`config.mk`:
```
export PLATFORM = sky130hd
export DESIGN_NAME = instr_fetch_flat
export DESIGN_NICKNAME = d
export VERILOG_FILES = /design/src/rtl/fetch_pkg.sv /design/src/rtl/instr_fetch_if.sv /design/src/rtl/fetch_fifo.sv /design/src/rtl/instr_fetch.sv /design/src/flat_wrapper.sv
export SDC_FILE = /design/constraint.sdc
export NUM_CORES = 1
export LEC_CHECK = 0
export ABC_CLOCK_PERIOD_IN_PS = 5430
export BUFFER_PORTS_ARGS = -buffer_cell sky130_fd_sc_hd__buf_2
export CORE_ASPECT_RATIO = 0.9
export CORE_MARGIN = 2
export CORE_UTILIZATION = 40
export CTS_CLUSTER_DIAMETER = 120
export DETAILED_ROUTE_END_ITERATION = 12
export PLACE_DENSITY = 0.66
export SYNTH_ARGS = -nofsm -noshare
export SYNTH_HDL_FRONTEND = slang
export SYNTH_SLANG_ARGS = --single-unit
```
`constraint.sdc`:
```
create_clock -name clk -period 5.43 [get_ports clk]
set_input_delay 1.629 -clock clk [delete_from_list [all_inputs] [get_ports clk]]
set_output_delay 1.629 -clock clk [all_outputs]
set_load 0.05 [all_outputs]
```
`src/rtl/fetch_pkg.sv`:
```
// Shared types and constants for the instruction fetch stage.
package fetch_pkg;

  localparam logic [31:0] NOP_INSTR_DEFAULT = 32'h0000_0013;

  typedef enum logic [1:0] {
    IDLE,
    ISSUE,
    WAIT_RSP,
    DISCARD
  } fetch_state_t;

  typedef struct packed {
    logic [31:0] pc;
    logic [31:0] instr;
    logic        fault;
  } fetch_entry_t;

endpackage

```
`src/rtl/instr_fetch_if.sv`:
```
// Instruction-memory request/response and decode handshake bundle.
// The master side is the fetch stage; the slave side is memory plus decode.
interface instr_fetch_if;

  logic        imem_req_valid;
  logic        imem_req_ready;
  logic [31:0] imem_req_addr;
  logic        imem_rsp_valid;
  logic [31:0] imem_rsp_data;
  logic        id_valid;
  logic        id_ready;
  logic [31:0] id_instr;
  logic [31:0] id_pc;
  logic        id_fault;

  modport master (
    output imem_req_valid, imem_req_addr, id_valid, id_instr, id_pc, id_fault,
    input  imem_req_ready, imem_rsp_valid, imem_rsp_data, id_ready
  );

  modport slave (
    input  imem_req_valid, imem_req_addr, id_valid, id_instr, id_pc, id_fault,
    output imem_req_ready, imem_rsp_valid, imem_rsp_data, id_ready
  );

endinterface

```
`src/rtl/fetch_fifo.sv`:
```
// Small synchronous FIFO of fetch entries with a synchronous clear.
module fetch_fifo import fetch_pkg::*; #(
  parameter int  DEPTH = 2,
  parameter type T     = fetch_entry_t
) (
  input  logic                     clk,
  input  logic                     i_clear,
  input  logic                     i_push,
  input  T                         i_data,
  input  logic                     i_pop,
  output logic                     o_full,
  output logic                     o_empty,
  output logic [$clog2(DEPTH):0]   o_count,
  output T                         o_head
);

  localparam int AW = $clog2(DEPTH);
  localparam logic [AW:0] FULL_COUNT = (AW + 1)'(DEPTH);

  T               r_mem [DEPTH];
  logic [AW-1:0]  r_wr_ptr;
  logic [AW-1:0]  r_rd_ptr;
  logic [AW:0]    r_count;
  logic           w_push;
  logic           w_pop;

  assign o_full  = (r_count == FULL_COUNT);
  assign o_empty = (r_count == '0);
  assign o_count = r_count;
  assign o_head  = r_mem[r_rd_ptr];

  // A push into a full FIFO is only accepted when the head leaves in the same cycle.
  assign w_pop  = i_pop && !o_empty;
  assign w_push = i_push && (!o_full || w_pop);

  always_ff @(posedge clk) begin
    if (w_push && !i_clear) begin
      r_mem[r_wr_ptr] <= i_data;
    end
  end

  always_ff @(posedge clk) begin
    if (i_clear) begin
      r_wr_ptr <= '0;
      r_rd_ptr <= '0;
      r_count  <= '0;
    end else begin
      if (w_push) begin
        r_wr_ptr <= r_wr_ptr + 1'b1;
      end
      if (w_pop) begin
        r_rd_ptr <= r_rd_ptr + 1'b1;
      end
      case ({w_push, w_pop})
        2'b10:   r_count <= r_count + 1'b1;
        2'b01:   r_count <= r_count - 1'b1;
        default: r_count <= r_count;
      endcase
    end
  end

endmodule

```
`src/rtl/instr_fetch.sv`:
```
// Fetch stage: one outstanding imem request at a time, responses buffered for decode.
// Optional macro FETCH_ALIGN_CHECK_EN turns misaligned PCs into faulting NOP entries.
module instr_fetch import fetch_pkg::*; #(
  parameter int          FIFO_DEPTH = 2,
  parameter logic [31:0] NOP_INSTR  = NOP_INSTR_DEFAULT
) (
  input  logic                 clk,
  input  logic                 reset,
  input  logic [31:0]          i_pc_in,
  output logic                 o_pc_stall,
  input  logic                 i_flush,
  instr_fetch_if.master        bus
);

  localparam int CW = $clog2(FIFO_DEPTH) + 1;

  fetch_state_t  r_state;
  fetch_state_t  w_next_state;
  logic [31:0]   r_out_pc;

  logic          w_outstanding;
  logic          w_has_space;
  logic          w_misaligned;
  logic          w_req_valid;
  logic          w_req_fire;
  logic          w_rsp_push;
  logic          w_fault_push;
  logic          w_id_valid;
  logic          w_fifo_full;
  logic          w_fifo_empty;
  logic [CW-1:0] w_fifo_count;
  fetch_entry_t  w_push_entry;
  fetch_entry_t  w_head;

`ifdef FETCH_ALIGN_CHECK_EN
  assign w_misaligned = (i_pc_in[1:0] != 2'b00);
`else
  assign w_misaligned = 1'b0;
`endif

  assign w_outstanding = (r_state == WAIT_RSP);
  assign w_has_space   = !w_fifo_full &&
                         ((w_fifo_count + CW'(w_outstanding)) < CW'(FIFO_DEPTH));

  always_ff @(posedge clk) begin
    if (reset) begin
      r_state  <= IDLE;
      r_out_pc <= '0;
    end else begin
      r_state <= w_next_state;
      if (w_req_fire) begin
        r_out_pc <= {i_pc_in[31:2], 2'b00};
      end
    end
  end

  // Flush suppresses any request or push this cycle; reset masks every handshake.
  always_comb begin
    w_next_state = r_state;
    w_req_valid  = 1'b0;
    w_rsp_push   = 1'b0;
    w_fault_push = 1'b0;
    unique case (r_state)
      IDLE: w_next_state = ISSUE;
      ISSUE: begin
        if (!i_flush && w_has_space) begin
          if (w_misaligned) begin
            w_fault_push = 1'b1;
          end else begin
            w_req_valid = 1'b1;
            if (bus.imem_req_ready) begin
              w_next_state = WAIT_RSP;
            end
          end
        end
      end
      WAIT_RSP: begin
        if (bus.imem_rsp_valid) begin
          w_rsp_push   = !i_flush;
          w_next_state = ISSUE;
        end else if (i_flush) begin
          w_next_state = DISCARD;
        end
      end
      DISCARD: begin
        if (bus.imem_rsp_valid) begin
          w_next_state = ISSUE;
        end
      end
      default: w_next_state = IDLE;
    endcase
    if (reset) begin
      w_req_valid  = 1'b0;
      w_rsp_push   = 1'b0;
      w_fault_push = 1'b0;
    end
  end

  assign w_req_fire         = w_req_valid && bus.imem_req_ready;
  assign o_pc_stall         = !(w_req_fire || w_fault_push);
  assign bus.imem_req_valid = w_req_valid;
  assign bus.imem_req_addr  = w_req_valid ? {i_pc_in[31:2], 2'b00} : 32'h0;

  always_comb begin
    w_push_entry = '{pc: r_out_pc, instr: bus.imem_rsp_data, fault: 1'b0};
    if (w_fault_push) begin
      w_push_entry = '{pc: i_pc_in, instr: NOP_INSTR, fault: 1'b1};
    end
  end

  fetch_fifo #(
    .DEPTH (FIFO_DEPTH),
    .T     (fetch_entry_t)
  ) u_fifo (
    .clk     (clk),
    .i_clear (reset || i_flush),
    .i_push  (w_rsp_push || w_fault_push),
    .i_data  (w_push_entry),
    .i_pop   (w_id_valid && bus.id_ready),
    .o_full  (w_fifo_full),
    .o_empty (w_fifo_empty),
    .o_count (w_fifo_count),
    .o_head  (w_head)
  );

  assign w_id_valid   = !w_fifo_empty && !reset;
  assign bus.id_valid = w_id_valid;
  assign bus.id_instr = w_id_valid ? w_head.instr : NOP_INSTR;
  assign bus.id_pc    = w_id_valid ? w_head.pc : 32'h0;

`ifdef FETCH_ALIGN_CHECK_EN
  assign bus.id_fault = w_id_valid && w_head.fault;
`else
  logic w_unused_fault;
  assign w_unused_fault = w_head.fault;
  assign bus.id_fault   = 1'b0;
`endif

endmodule

```
`src/flat_wrapper.sv`:
```
// flat-port wrapper written by rule: the top's interface ports become plain ports
module instr_fetch_flat import fetch_pkg::*;
#(
  parameter int          FIFO_DEPTH = 2,
  parameter logic [31:0] NOP_INSTR  = NOP_INSTR_DEFAULT
)
  (clk, reset, i_pc_in, o_pc_stall, i_flush, bus_imem_req_valid, bus_imem_req_addr, bus_id_valid, bus_id_instr, bus_id_pc, bus_id_fault, bus_imem_req_ready, bus_imem_rsp_valid, bus_imem_rsp_data, bus_id_ready);
  instr_fetch_if bus_i ();
  input  logic clk;
  input  logic reset;
  input  logic [31:0] i_pc_in;
  output logic o_pc_stall;
  input  logic i_flush;
  output wire logic [$bits(bus_i.imem_req_valid)-1:0] bus_imem_req_valid;
  output wire logic [$bits(bus_i.imem_req_addr)-1:0] bus_imem_req_addr;
  output wire logic [$bits(bus_i.id_valid)-1:0] bus_id_valid;
  output wire logic [$bits(bus_i.id_instr)-1:0] bus_id_instr;
  output wire logic [$bits(bus_i.id_pc)-1:0] bus_id_pc;
  output wire logic [$bits(bus_i.id_fault)-1:0] bus_id_fault;
  input wire logic [$bits(bus_i.imem_req_ready)-1:0] bus_imem_req_ready;
  input wire logic [$bits(bus_i.imem_rsp_valid)-1:0] bus_imem_rsp_valid;
  input wire logic [$bits(bus_i.imem_rsp_data)-1:0] bus_imem_rsp_data;
  input wire logic [$bits(bus_i.id_ready)-1:0] bus_id_ready;
  assign bus_imem_req_valid = bus_i.imem_req_valid;
  assign bus_imem_req_addr = bus_i.imem_req_addr;
  assign bus_id_valid = bus_i.id_valid;
  assign bus_id_instr = bus_i.id_instr;
  assign bus_id_pc = bus_i.id_pc;
  assign bus_id_fault = bus_i.id_fault;
  assign bus_i.imem_req_ready = bus_imem_req_ready;
  assign bus_i.imem_rsp_valid = bus_imem_rsp_valid;
  assign bus_i.imem_rsp_data = bus_imem_rsp_data;
  assign bus_i.id_ready = bus_id_ready;
  instr_fetch #(.FIFO_DEPTH(FIFO_DEPTH), .NOP_INSTR(NOP_INSTR)) u_core (.clk(clk), .reset(reset), .i_pc_in(i_pc_in), .o_pc_stall(o_pc_stall), .i_flush(i_flush), .bus(bus_i));
endmodule
```
# Word-level counts from Yosys, hierarchy flattened
# Memory sizes are Yosys's and may differ from the RTL's. A register that Yosys moved wholly into a read port is not among the register bits.
# Cells that the tools add are included.
# Widths: inputs -> output; s select.
# totals
mem_bits_rw,124
regBits,36
word_cells,62
inputBits,70
latch_bits,0
output_inout_bits,100
romBits,0
memories,1
# classes
add_sub_neg,5
n_lt_le_gt_ge,1
n_mux,20
reduce_logical,20
bitwise_logic,0
mul,0
shifts,0
eq_ne,10
n_div,0
# mem_list
name,words,width,rd,rd_clocked_by_memory_dff,write_ports,line,text
u_core.u_fifo.r_mem,2,62,1,1,1,fetch_fifo.sv:20,T r_mem [DEPTH];
# ops
operator,count
$mux 32,3
$mux 1,10
$mux 2,5
$eq 2x2->1 const B,4
$logic_and 1x1->1,8
$pmux 2 s4,1
$logic_not 1->1,6
$eq 2x1->1 const B,2
$logic_not 2->1,2
$ne 2x2->1 const B,2
$pmux 2 s2,1
$reduce_and 4->1,1
$ne 3x3->1 const B,1
$add 1x1->1 const B,2
$add 2x1->2,1
$add 2x1->2 const B,1
$logic_or 1x1->1,2
$lt 2x2->1 const B,1
$ne 2x1->1 const B,1
$reduce_bool 2->1,1
$sub 2x1->2 const B,1

# Longest topological paths before layout
# Gate-level depths: netlist of run 1.
# depth
ltp_word,10
depth_mapped,10
ltp_nobuf,10

# Modules after synthesis
# Synthesis of run 1 repeated with hierarchy kept, for this count alone.
# unflattened
hier_cells,502
hier_area_um2,7061.8
# by_module_without_submodules
module,area_per_inst_um2,cells_per_inst,instances
fetch_fifo,4964.8,232,1
instr_fetch,2097.0,270,1

# Worst setup path before layout of run 1
# Ideal clock, no wire load.
# synth_path
path_kind,in2reg
from,input reset
to,"memory u_core.u_fifo.r_mem[0][0] (netlist name), enable pin"
setup_time_ns,0.482
stages,4
setup_slack_ns,0.238
arrival_ns,4.710
cell_sequence,nand2b_1 -> a31oi_1 -> nand2_1 -> nor2_1
# synth_via
elab_chain_len,9
word_cells_on_any_way,12
classes_between,mux (3); reduce/logical (9)
# synth_rtl
element,line,text
start: declaration,flat_wrapper.sv:10,input logic reset;
$logic_not 1->1,instr_fetch.sv:126,assign w_id_valid = !w_fifo_empty && !reset;
$logic_and 1x1->1,instr_fetch.sv:126,
$logic_and 1x1->1,instr_fetch.sv:119,".i_pop (w_id_valid && bus.id_ready),"
$logic_and 1x1->1,fetch_fifo.sv:33,assign w_pop = i_pop && !o_empty;
$logic_or 1x1->1,fetch_fifo.sv:34,assign w_push = i_push && (!o_full || w_pop);
$logic_and 1x1->1,fetch_fifo.sv:34,
$logic_and 1x1->1 (*),fetch_fifo.sv:37,if (w_push && !i_clear) begin
$mux 1 (*),fetch_fifo.sv:37,
$mux 1 (not written as such) (*),fetch_fifo.sv:38,r_mem[r_wr_ptr] <= i_data;
end: declaration,fetch_fifo.sv:20,
# Mark *: on every way between the ends. The rest lies on a longest branch, timed or not.

# Worst setup path in the final report of run 1
# layout_path
from,input reset
to,output bus_imem_req_addr[16]
# layout_via
elab_chain_len,2
# layout_rtl
element,line,text
$mux 1,instr_fetch.sv:92,if (reset) begin
$mux 32,instr_fetch.sv:102,"assign bus.imem_req_addr = w_req_valid ? {i_pc_in[31:2], 2'b00} : 32'h0;"
end: declaration,flat_wrapper.sv:15,output wire logic [$bits(bus_i.imem_req_addr)-1:0] bus_imem_req_addr;
# Every way passes these cells.

==> reports/qor.csv, run 1 <==
stage,metric,value,unit
run_status,status,finished clean,
floorplanning,fp.dieH,123.6,µm
place,gp_congestion,0.7223,
min_path,hold_class,register to register,
cts,htree_levels,4,
cts,cts_setup_buffers,0,
final_layout,nets,720,
sta,fin_tns_setup,0,ns
setup_path,cp.depth,6,
sta,fmax,206.8,MHz
logic_synthesis,synthCells,486,
final_layout,areaGrowthSynthToFinish,24.32,%
sta,worstMarginPinSlew,1.101,ns
routing,drt-vias-per-instance,4.694,
setup_path,crit_required,3.80,ns
global_route,grt_usage,0.1518,
power,p_leak,3.020,nW
routing,routed-via-count,4037,
sta,hold_viol,0,
logic_synthesis,yosysWarningCount,0,
setup_path,critPathKind,input pin to output port,
routing,drc,0,
logic_synthesis,ys_seq_elements,161,
cts,root_buffer,clkbuf_16,
power,cellPowerDensity,324.4,nW/µm²
cts,clk_pin_slew,0.06,ns
setup_path,cpPeakStageDelay,0.45,ns
final_layout,diodes,0,
setup_path,cp-start-kind,input pin,
routing,wl_per_cell,14.68,µm
floorplanning,die-area,16920,µm²
place,port_buffers,162,
sta,rsz0062_at_grt,false,
floorplanning,core-area,15490,µm²
cts,clock_sinks,161,
floorplanning,dieWidth,136.9,µm
place,place_ws,0.5906,ns
logic_synthesis,synthFlopType,edfxtp_1,
logic_synthesis,yosysTopAreaCellShare,0.5856,
floorplanning,rows,43,
power,peakVddDrop,0.2028,mV
logic_synthesis,synth.distinct_cells,32,
floorplanning,ioPinCount,170,
global_route,antenna_found_initial,0,
sta,drv_slew,0,
routing,first_pass_iters,4,
sta,final.setup_skew,0.009911,ns
global_route,grt_remaining_overflow,0,
floorplanning,initial_utilization,0.4104,
setup_path,cp_data_arrival_time,3.21,ns
sta,layout_setup_ws,0.5942,ns
cts,post_cts_resized,0,
min_path,holdPathStages,0,
setup_path,end_kind,output port,
global_route,grt_pass1_wl,19110,µm
routing,ant_nets,0,
routing,drt_iter0_drc,147,
logic_synthesis,ys_top_cells_by_area,"edfxtp_1 59%, dfxtp_1 12%, mux2i_1 9.8%",
logic_synthesis,synth_edf_count,124,
cts,clk-insertion-delay-late,0.42,ns
flow_run,drv_cap,0,
place,hpwl,8293,µm
logic_synthesis,synthArstFlopShare,0,
sta,min_period_over_period,0.8906,
global_route,grt_max_degree,63,
setup_path,reg2regPathDepth,7,
cts,hold_buffers,0,
setup_path,cp_max_fo,24,
sta,slew_headroom,0.2663,
routing,drt_wl_total,12620,µm
setup_path,crit_top_cell,buf_2,
setup_path,worstPathCellList,buf_2 > or3b_1 > nor3_2 > buf_4 > and2_1 > buf_2,
logic_synthesis,ys_seq_area_frac,0.7021,
cts,cts_tree,done,
setup_path,crit_family,simple AND/OR/NAND/NOR gates,
setup_path,crit_slowest_cell,or3b_1,
logic_synthesis,yosys.area.top_type,edfxtp_1,
cts,clockBufferDepth,2,
logic_synthesis,syn_avg_cell_area,13.08,µm²
sta,period_needed,4.836,ns
final_layout,drive_gt1_frac,0.3085,
sta,setup_viol,0,
logic_synthesis,netlist_area,6359,µm²
global_route,grt_pass1_vias,3885,
cts,numCtsBuffers,17,
setup_path,critPathBufInv,3,
## sequential cells by signal, indices dropped and copies added, names as in the netlist, named ones only
register                flops
u_core.r_out_pc            30
u_core.u_fifo.o_count       2
u_core.u_fifo.r_mem       124
u_core.r_state              2
u_core.u_fifo.r_rd_ptr      1
u_core.u_fifo.r_wr_ptr      1
## worst reg2reg max path: stages, from the launching register on
cell,delay [ns]
dfxtp_1,0.35
inv_1,0.10
ha_1,0.22
nand2_1,0.08
a31oi_1,0.26
nand2_1,0.17
nor2_4,0.63
buf_12,0.33
## area by class of cell
| type | instances | area (µm²) |
|---|---|---|
| Inverter | 7 | 26.28 |
| Multi-Input combinational cell | 289 | 1760 |
| Clock inverter | 10 | 65.06 |
| Clock buffer | 22 | 444.2 |
| Timing Repair Buffer | 169 | 888.4 |
| Sequential cell | 161 | 4468 |
| Fill cell | 1404 | 7590 |
| Tap cell | 202 | 252.7 |
## metal layers
metal,part of all wire,wire (µm),global-route usage,vias up
met5,0,0,0,-
met4,0.0089,112,0.04768,0
met3,0.066,830,0.05169,9
met2,0.50,6296,0.2644,128
met1,0.43,5384,0.1776,1895
li1,-,-,-,2005
## logic make-up after synthesis
logic type | synth area share
buf+inv | 0.02873
mux | 0.09760
fa+ha+maj | 0.009839
flops | 0.7021
simple gates | 0.1208
other cells | 0.0005898
xor+xnor | 0.006887
compound gates | 0.03345
## cells in the mapped netlist (4+ instances only)
library cell  instances
a21oi_1              32
and2_1               31
buf_2                11
buf_4                 5
clkbuf_1             16
dfxtp_1              37
edfxtp_1            124
ha_1                  5
inv_1                 6
mux2i_1              62
nand2_1              65
nor2_1               63
nor3_1                6
xnor2_1               4
## metrics by stage
| stage | utilization | cells | hold WS, ns | power, mW | instance area (µm²) |
|---|---|---|---|---|---|
| floorplan | - | 490 | 0.4254 | 1.507 | 6374 |
| global placement | 0.4773 | 828 | 0.4297 | 1.563 | 7396 |
| detailed placement | 0.4773 | 828 | 0.4371 | 1.572 | 7396 |
| CTS | 0.5102 | 860 | 0.4467 | 2.592 | 7905 |
| global route | 0.5102 | 860 | 0.4648 | 2.666 | 7905 |
| finish | 0.5102 | 860 | 0.4498 | 2.565 | 7905 |
## cell usage in the layout, fill, tap and decap left out, drive strengths merged, types with 2 or more instances in the layout
cell type	count
or4	2
dfxtp	37
clkinv	6
conb	5
clkbuf	22
edfxtp	124
mux2i	62
nor3	6
ha	5
buf	169
inv	8
xnor2	4
nand2	65
nor2	63
clkinvlp	3
a21oi	32
and2	31
## worst paths after layout
kind	from	end	slack, ns
max	reset	bus_imem_req_addr[16]	0.59
min	u_core.r_out_pc[28]$_SDFFE_PP0P_	u_core.u_fifo.r_mem[0][58]$_DFFE_PP_	0.45
max reg2reg	u_core.r_state[0]$_SDFFE_PP0P_	u_core.u_fifo.r_mem[0][58]$_DFFE_PP_	2.97
min reg2reg	u_core.r_out_pc[28]$_SDFFE_PP0P_	u_core.u_fifo.r_mem[0][58]$_DFFE_PP_	0.45
## report_power, final
group	total [mW]	internal (mW)	switching (mW)	leakage [nW]
registers	1.35	1.34	0.0116	1.49
logic	0.195	0.0600	0.135	1.29
clock network	1.02	0.581	0.439	0.244
No activity file was read; power rests on OpenSTA's default activity.
==> inputs of run 2 (changes only) <==
--- a/config.mk
+++ b/config.mk
@@ -13,4 +13,5 @@
 export CTS_CLUSTER_DIAMETER = 120
 export DETAILED_ROUTE_END_ITERATION = 12
+export HOLD_SLACK_MARGIN = 0.06
 export PLACE_DENSITY = 0.66
 export SYNTH_ARGS = -nofsm -noshare
==> constraint.sdc (replaced) <==
create_clock -name clk -period 5.43 [get_ports clk]
set_input_delay 0.8145 -clock clk [delete_from_list [all_inputs] [get_ports clk]]
set_output_delay 0.8145 -clock clk [all_outputs]
set_load 0.05 [all_outputs]
==> run 2 against run 1 <==
Critical path depth did not move. Setup slack improved by 1.1 ns. Sequential share of layout area fell by 0.51 points.
==> reports/qor.csv, run 2 (synthesis results as in run 1) <==
stage,metric,value,unit,change
final_layout,final_common_cell,buf_2,,unchanged
cts,clk-insertion-delay-late,0.42,ns,about the same
floorplanning,core-area,15490,µm²,unchanged
floorplanning,rows,43,,unchanged
sta,setup_viol,0,,unchanged
power,p_leak,3.054,nW,was 3.020 nW
setup_path,reg2regPathDepth,7,,unchanged
min_path,hold_class,register to register,,unchanged
sta,period_needed,3.745,ns,was 4.836 ns
place,hpwl,8413,µm,was 8293 µm
setup_path,cp-start-kind,input pin,,unchanged
setup_path,cp-endpoint,bus_imem_req_addr[8],,was bus_imem_req_addr[16]
final_layout,final_cell_mix,"162 x buf_2, 124 x edfxtp_1, 65 x nand2_1",,unchanged
cts,clock_sinks,161,,unchanged
cts,numCtsBuffers,17,,unchanged
sta,slew_headroom,0.4502,,was 0.2663
sta,min_period_over_period,0.6897,,was 0.8906
routing,drt_iter0_drc,110,,was 147
cts,hold_buffers,0,,unchanged
routing,drc,0,,unchanged
global_route,grt_pass1_vias,3898,,was 3885
final_layout,largest-register,u_core.u_fifo.r_mem,,unchanged
setup_path,crit_required,4.62,ns,was 3.80 ns
sta,rsz0062_at_grt,false,,unchanged
global_route,grt_remaining_overflow,0,,unchanged
cts,clockBufferDepth,2,,unchanged
final_layout,drive_gt1_frac,0.3131,,was 0.3085
floorplanning,fp.dieH,123.6,µm,unchanged
floorplanning,ioPinCount,170,,unchanged
global_route,antenna_found_initial,0,,unchanged
final_layout,largest_reg_flops,124,,unchanged
routing,drt-vias-per-instance,4.676,,was 4.694
cts,cts_setup_buffers,0,,unchanged
run_status,status,finished clean,,unchanged
cts,clk_pin_slew,0.06,ns,about the same
place,gp_congestion,0.7562,,was 0.7223
final_layout,top_regs,"u_core.u_fifo.r_mem (124), u_core.r_out_pc (30)",,unchanged
cts,post_cts_resized,0,,unchanged
final_layout,nets,720,,unchanged
setup_path,setup.worst_path.start,reset,,unchanged
final_layout,areaGrowthSynthToFinish,25.46,%,was 24.32%
global_route,grt_pass1_wl,19260,µm,was 19110 µm
floorplanning,initial_utilization,0.4104,,unchanged
cts,root_buffer,clkbuf_16,,unchanged
floorplanning,die-area,16920,µm²,unchanged
global_route,grt_usage,0.1540,,was 0.1518
sta,worstMarginPinSlew,0.8228,ns,was 1.101 ns
sta,fin_tns_setup,0,ns,unchanged
final_layout,diodes,0,,unchanged
routing,wl_per_cell,14.72,µm,was 14.68 µm
routing,first_pass_iters,4,,unchanged
setup_path,rrSetupSlack,2.95,ns,was 2.97 ns
setup_path,rr_endpoint,u_core.u_fifo.r_mem[0][58]$_DFFE_PP_,,unchanged
setup_path,end_kind,output port,,unchanged
min_path,hold_start,u_core.r_out_pc[17]$_SDFFE_PP0P_,,was u_core.r_out_pc[28]$_SDFFE_PP0P_
setup_path,r2r_start,u_core.r_state[0]$_SDFFE_PP0P_,,unchanged
routing,ant_nets,0,,unchanged
final_layout,num-fill-cells,1387,,was 1404
sta,final.setup_skew,0.005441,ns,was 0.009911 ns
routing,routed-via-count,4021,,was 4037
routing,drt_wl_total,12660,µm,was 12620 µm
setup_path,critPathKind,input pin to output port,,unchanged
final_layout,final_util,0.5149,,was 0.5102
power,cellPowerDensity,341.3,nW/µm²,was 324.4 nW/µm²
floorplanning,dieWidth,136.9,µm,unchanged
cts,htree_levels,4,,unchanged
sta,fmax,267.0,MHz,was 206.8 MHz
setup_path,cp_max_fo,42,,was 24
sta,hold_viol,0,,unchanged
setup_path,cp_data_arrival_time,2.93,ns,was 3.21 ns
flow_run,drv_cap,0,,unchanged
global_route,grt_max_degree,43,,was 63
cts,cts_tree,done,,unchanged
sta,drv_slew,0,,unchanged
place,port_buffers,162,,unchanged
power,peakVddDrop,0.2069,mV,was 0.2028 mV
==> run 2: cell types whose count changed in the layout (fill, tap and decap cells not counted) <==
cell        before  now
bufinv_16        0    3
inv_6            1    2
clkinvlp_4       3    4
buf_12           2    1
clkbuf_1         5    2
clkinv_2         5    3
buf_4            5    6
==> run 2: area by class of cell <==
type                       instances  area, µm²  area share
clock buffer                      19      432.9     0.05427
clock inverter                    13      161.4     0.02023
inverter                           7      26.28    0.003294
multi-input combinational        289       1760      0.2207
sequential                       161       4468      0.5601
tap                              202      252.7     0.03168
timing repair buffer             169      875.8      0.1098
==> run 2: worst min-delay path by stage <==
stage | endpoint | slack [ns] | cells past startpoint
floorplan | u_core.u_fifo.r_mem[0][32]$_DFFE_PP_ | 0.43 | 0
global placement | u_core.u_fifo.r_mem[1][43]$_DFFE_PP_ | 0.43 | 0
detailed placement | u_core.u_fifo.r_mem[0][55]$_DFFE_PP_ | 0.44 | 0
CTS | u_core.u_fifo.r_mem[0][38]$_DFFE_PP_ | 0.45 | 0
global route | u_core.u_fifo.r_mem[1][53]$_DFFE_PP_ | 0.46 | 0
finish | u_core.u_fifo.r_mem[0][47]$_DFFE_PP_ | 0.45 | 0
==> run 2: worst max-delay path, cell delays in order <==
cell and delay (ns):
buf_2 0.35, or3b_1 0.52, nor3_2 0.45, buf_4 0.35
and2_1 0.17, buf_2 0.26
==> run 2: through the flow <==
stage | instances | cell area [µm²] | setup WS [ns] | hold WS (ns) | total power, mW
finish | 860 | 7978 | 1.685 | 0.4510 | 2.723
global route | 860 | 7978 | 1.506 | 0.4636 | 2.821
CTS | 860 | 7978 | 1.665 | 0.4539 | 2.754
detailed placement | 828 | 7383 | 1.663 | 0.4399 | 1.571
global placement | 828 | 7383 | 1.701 | 0.4296 | 1.562
floorplan | 490 | 6374 | 1.053 | 0.4254 | 1.507
==> run 2: report_power, final <==
part	switching, mW	internal (mW)
clock network	0.457	0.723
logic	0.135	0.0582
registers	0.0112	1.34
total	0.603	2.12
==> run 2: metal layers <==
metal	GRT usage	wire length (µm)
met1	0.1866	5495
met2	0.2509	6090
met5	0	0
met3	0.04355	743
met4	0.08247	325
==> inputs of run 3 (changes only) <==
- ABC_AREA: not set -> 1
- ABC_CLOCK_PERIOD_IN_PS: 5430 -> 3200
- PLACE_DENSITY: 0.66 -> not set
- clock period: 5.43 -> 3.2 ns (I/O delays scaled with it)
==> run 3 against run 2 <==
Final cell count is 24% higher. Wire length is 12% higher. Core utilization is 0.18 points lower. Global-route usage is 0.28 points higher. Area after synthesis is 10% higher. Worst hold slack worse by 0.20 ns. Sequential share of layout area is 4.8 points lower. Total power is 83% higher. Sequential power is 76% higher. Clock power is 66% higher. Largest cell class unchanged.
==> reports/qor.csv, run 3 <==
stage,metric,value,unit,change
run_status,status,finished clean,,unchanged
routing,wl_per_cell,13.32,µm,was 14.72 µm
floorplanning,core-area,17000,µm²,was 15490 µm²
sta,rsz0062_at_grt,false,,unchanged
sta,holdWs,0.2473,ns,was 0.4510 ns
setup_path,end_kind,output port,,unchanged
final_layout,areaGrowthSynthToFinish,24.43,%,was 25.46%
global_route,grt_pass1_wl,21890,µm,was 19260 µm
floorplanning,die-area,18610,µm²,was 16920 µm²
routing,drt_iter0_drc,199,,was 110
sta,period_needed,2.539,ns,
place,port_buffers,162,,unchanged
sta,hold_viol,0,,unchanged
setup_path,cp_max_fo,16,,was 42
final_layout,largest-register,u_core.u_fifo.r_mem,,unchanged
final_layout,largest_reg_flops,124,,unchanged
logic_synthesis,yosysWarningCount,0,,unchanged
logic_synthesis,synth-xor-area-share,0.002498,,was 0.006887
floorplanning,initial_utilization,0.4124,,was 0.4104
cts,clockBufferDepth,2,,unchanged
logic_synthesis,ys_top_cells_by_area,"edfxtp_1 53%, dfxtp_1 11%, mux2_2 9.5%",,"was edfxtp_1 59%, dfxtp_1 12%, mux2i_1 9.8%"
logic_synthesis,ys_seq_elements,161,,unchanged
sta,drv_slew,0,,unchanged
cts,htree_levels,4,,unchanged
logic_synthesis,syn_avg_cell_area,10.66,µm²,was 13.08 µm²
min_path,hold_class,input pin to register,,was register to register
setup_path,critPathBufInv,5,,was 3
logic_synthesis,synth_top_family_by_area,simple AND/OR/NAND/NOR gates,,unchanged
power,p_leak,4.206,nW,was 3.054 nW
floorplanning,rows,45,,was 43
cts,post_cts_resized,0,,unchanged
cts,numCtsBuffers,17,,unchanged
final_layout,nets,895,,was 720
logic_synthesis,synth.distinct_cells,23,,was 32
floorplanning,fp.dieH,129.6,µm,was 123.6 µm
logic_synthesis,netlist_area,7012,µm²,was 6359 µm²
global_route,antenna_found_initial,1,,was 0
sta,min_period_over_period,0.7933,,
logic_synthesis,synth_mux_area_frac,0.09475,,was 0.09760
sta,fmax,393.9,MHz,
setup_path,cp-start-kind,register,,was input pin
cts,root_buffer,clkbuf_16,,unchanged
sta,setup_viol,0,,unchanged
logic_synthesis,synth_edf_count,124,,unchanged
routing,drt_wl_total,14220,µm,was 12660 µm
logic_synthesis,synthFlopType,edfxtp_1,,unchanged
routing,drc,0,,unchanged
cts,hold_buffers,0,,unchanged
place,hpwl,9216,µm,was 8413 µm
routing,ant_nets,0,,unchanged
setup_path,critPathKind,register to output port,,was input pin to output port
routing,drt-vias-per-instance,4.437,,was 4.676
setup_path,cp_data_arrival_time,2.06,ns,was 2.93 ns
power,peakVddDrop,0.3383,mV,was 0.2069 mV
routing,routed-via-count,4739,,was 4021
final_layout,final_cell_mix,"162 x buf_2, 137 x inv_1, 133 x nand2_1",,"was 162 x buf_2, 124 x edfxtp_1, 65 x nand2_1"
global_route,grt_remaining_overflow,0,,unchanged
setup_path,crit_slowest_cell,dfxtp_1,,was or3b_1
routing,first_pass_iters,4,,unchanged
sta,slew_headroom,0.5625,,was 0.4502
cts,clk-insertion-delay-late,0.42,ns,about the same
logic_synthesis,synth_commonest_cells,"138 x inv_1, 133 x nand2_1, 124 x edfxtp_1",,"was 124 x edfxtp_1, 65 x nand2_1, 63 x nor2_1"
cts,clock_sinks,161,,unchanged
logic_synthesis,synth_most_common_cell,inv_1,,was edfxtp_1
power,cellPowerDensity,569.9,nW/µm²,was 341.3 nW/µm²
cts,clk_pin_slew,0.06,ns,about the same
logic_synthesis,synth_fa_ha_area_frac,0.008922,,was 0.009839
sta,fin_tns_setup,0,ns,unchanged
final_layout,top_regs,"u_core.u_fifo.r_mem (124), u_core.r_out_pc (30)",,unchanged
setup_path,worstPathCellList,inv_1 > ha_1 > inv_1 > nor2_2 > buf_4 > nand2_1 > buf_4 > nor2_1 > buf_2,,was buf_2 > or3b_1 > nor3_2 > buf_4 > and2_1 > buf_2
logic_synthesis,ys_seq_area_frac,0.6367,,was 0.7021
setup_path,cpPeakStageDelay,0.33,ns,was 0.52 ns
floorplanning,dieWidth,143.6,µm,was 136.9 µm
logic_synthesis,synthArstFlopShare,0,,unchanged
global_route,grt_pass1_vias,4491,,was 3898
floorplanning,ioPinCount,170,,unchanged
cts,cts_setup_buffers,0,,unchanged
setup_path,crit_required,2.72,ns,was 4.62 ns
logic_synthesis,yosys.area.top_type,edfxtp_1,,unchanged
logic_synthesis,synthCells,658,,was 486
setup_path,crit_family,buffers and inverters,,was simple AND/OR/NAND/NOR gates
final_layout,diodes,0,,unchanged
global_route,grt_max_degree,44,,was 43
sta,final.setup_skew,0.01021,ns,was 0.005441 ns
cts,cts_tree,done,,unchanged
final_layout,drive_gt1_frac,0.3253,,was 0.3131
global_route,grt_usage,0.1568,,was 0.1540
logic_synthesis,yosysTopAreaCellShare,0.5310,,was 0.5856
logic_synthesis,synth_compound_area_frac,0.01196,,was 0.03345
place,gp_congestion,0.7479,,was 0.7562
logic_synthesis,synth-simple-area-share,0.1433,,was 0.1208
final_layout,final_common_cell,buf_2,,unchanged
sta,worstMarginPinSlew,0.6563,ns,was 0.8228 ns
flow_run,drv_cap,0,,unchanged
-- run 3: changes by cell type after synthesis, sizes merged, moves of 6 or more --
cell | before | now
nand2 | 65 | 133
and2 | 31 | 0
a21oi | 32 | 4
nor2 | 63 | 69
mux2i | 62 | 0
buf | 17 | 30
mux2 | 0 | 59
nand4 | 0 | 32
clkbuf | 16 | 7
inv | 7 | 139
-- run 3: kinds of logic (layout without fill, tap and decap cells) --
logic type / after synthesis / after routing
XOR/XNOR: 2 / 2
flip-flops: 161 / 161
other: 1 / 5
multiplexers: 59 / 59
AND/OR/NAND/NOR: 242 / 242
buffers and inverters: 176 / 347
AO/OA/AOI/OAI: 12 / 12
adder cells (fa/ha/maj): 5 / 5
-- run 3: layout make-up --
cell class,count,area [µm²]
clock inverters,11,125.1
flip-flops and latches,161,4468
well taps,235,294.0
multi-input cells,325,1862
repair buffers,176,1003
clock buffers,21,450.4
inverters,139,521.8
fillers,1610,8279
-- run 3: layer usage --
metal	global-route usage	up-vias	wire, µm
li1	-	2420	-
met1	0.1914	2148	6377
met2	0.2641	155	6704
met3	0.04730	14	929
met4	0.05767	2	199
met5	0	-	13
-- run 3: stage by stage --
| step | cells | worst slack [ns] | power, mW | utilization | instance area (µm²) |
|---|---|---|---|---|---|
| after floorplan | 662 | 0.3773 | 2.883 | - | 7034 |
| after global placement | 1036 | 0.8288 | 3.056 | 0.4792 | 8149 |
| after detailed placement | 1036 | 0.8146 | 3.065 | 0.4792 | 8149 |
| after CTS | 1068 | 0.6291 | 5.032 | 0.5131 | 8725 |
| after global routing | 1068 | 0.4680 | 5.200 | 0.5131 | 8725 |
| final | 1068 | 0.6614 | 4.972 | 0.5131 | 8725 |
-- run 3: power breakdown --
group	internal, mW	total (mW)	switching, mW
logic	0.194	0.643	0.449
clock network	1.17	1.96	0.781
registers	2.33	2.37	0.0402
total	3.70	4.97	1.27
-- run 3: final timing paths --
check / cells after the start / end / slack (ns) / start
worst max-delay path: 9 / bus_imem_req_addr[26] / 0.66 / u_core.r_state[1]$_SDFFE_PP0P_
worst min-delay path: 1 / u_core.u_fifo.r_mem[1][0]$_DFFE_PP_ / 0.25 / bus_imem_rsp_data[0]
worst max register to register: 10 / u_core.u_fifo.o_count[1]$_SDFFE_PP0P_ / 1.13 / u_core.r_state[0]$_SDFFE_PP0P_
worst min register to register: 0 / u_core.u_fifo.r_mem[1][32]$_DFFE_PP_ / 0.45 / u_core.r_out_pc[2]$_SDFFE_PP0P_
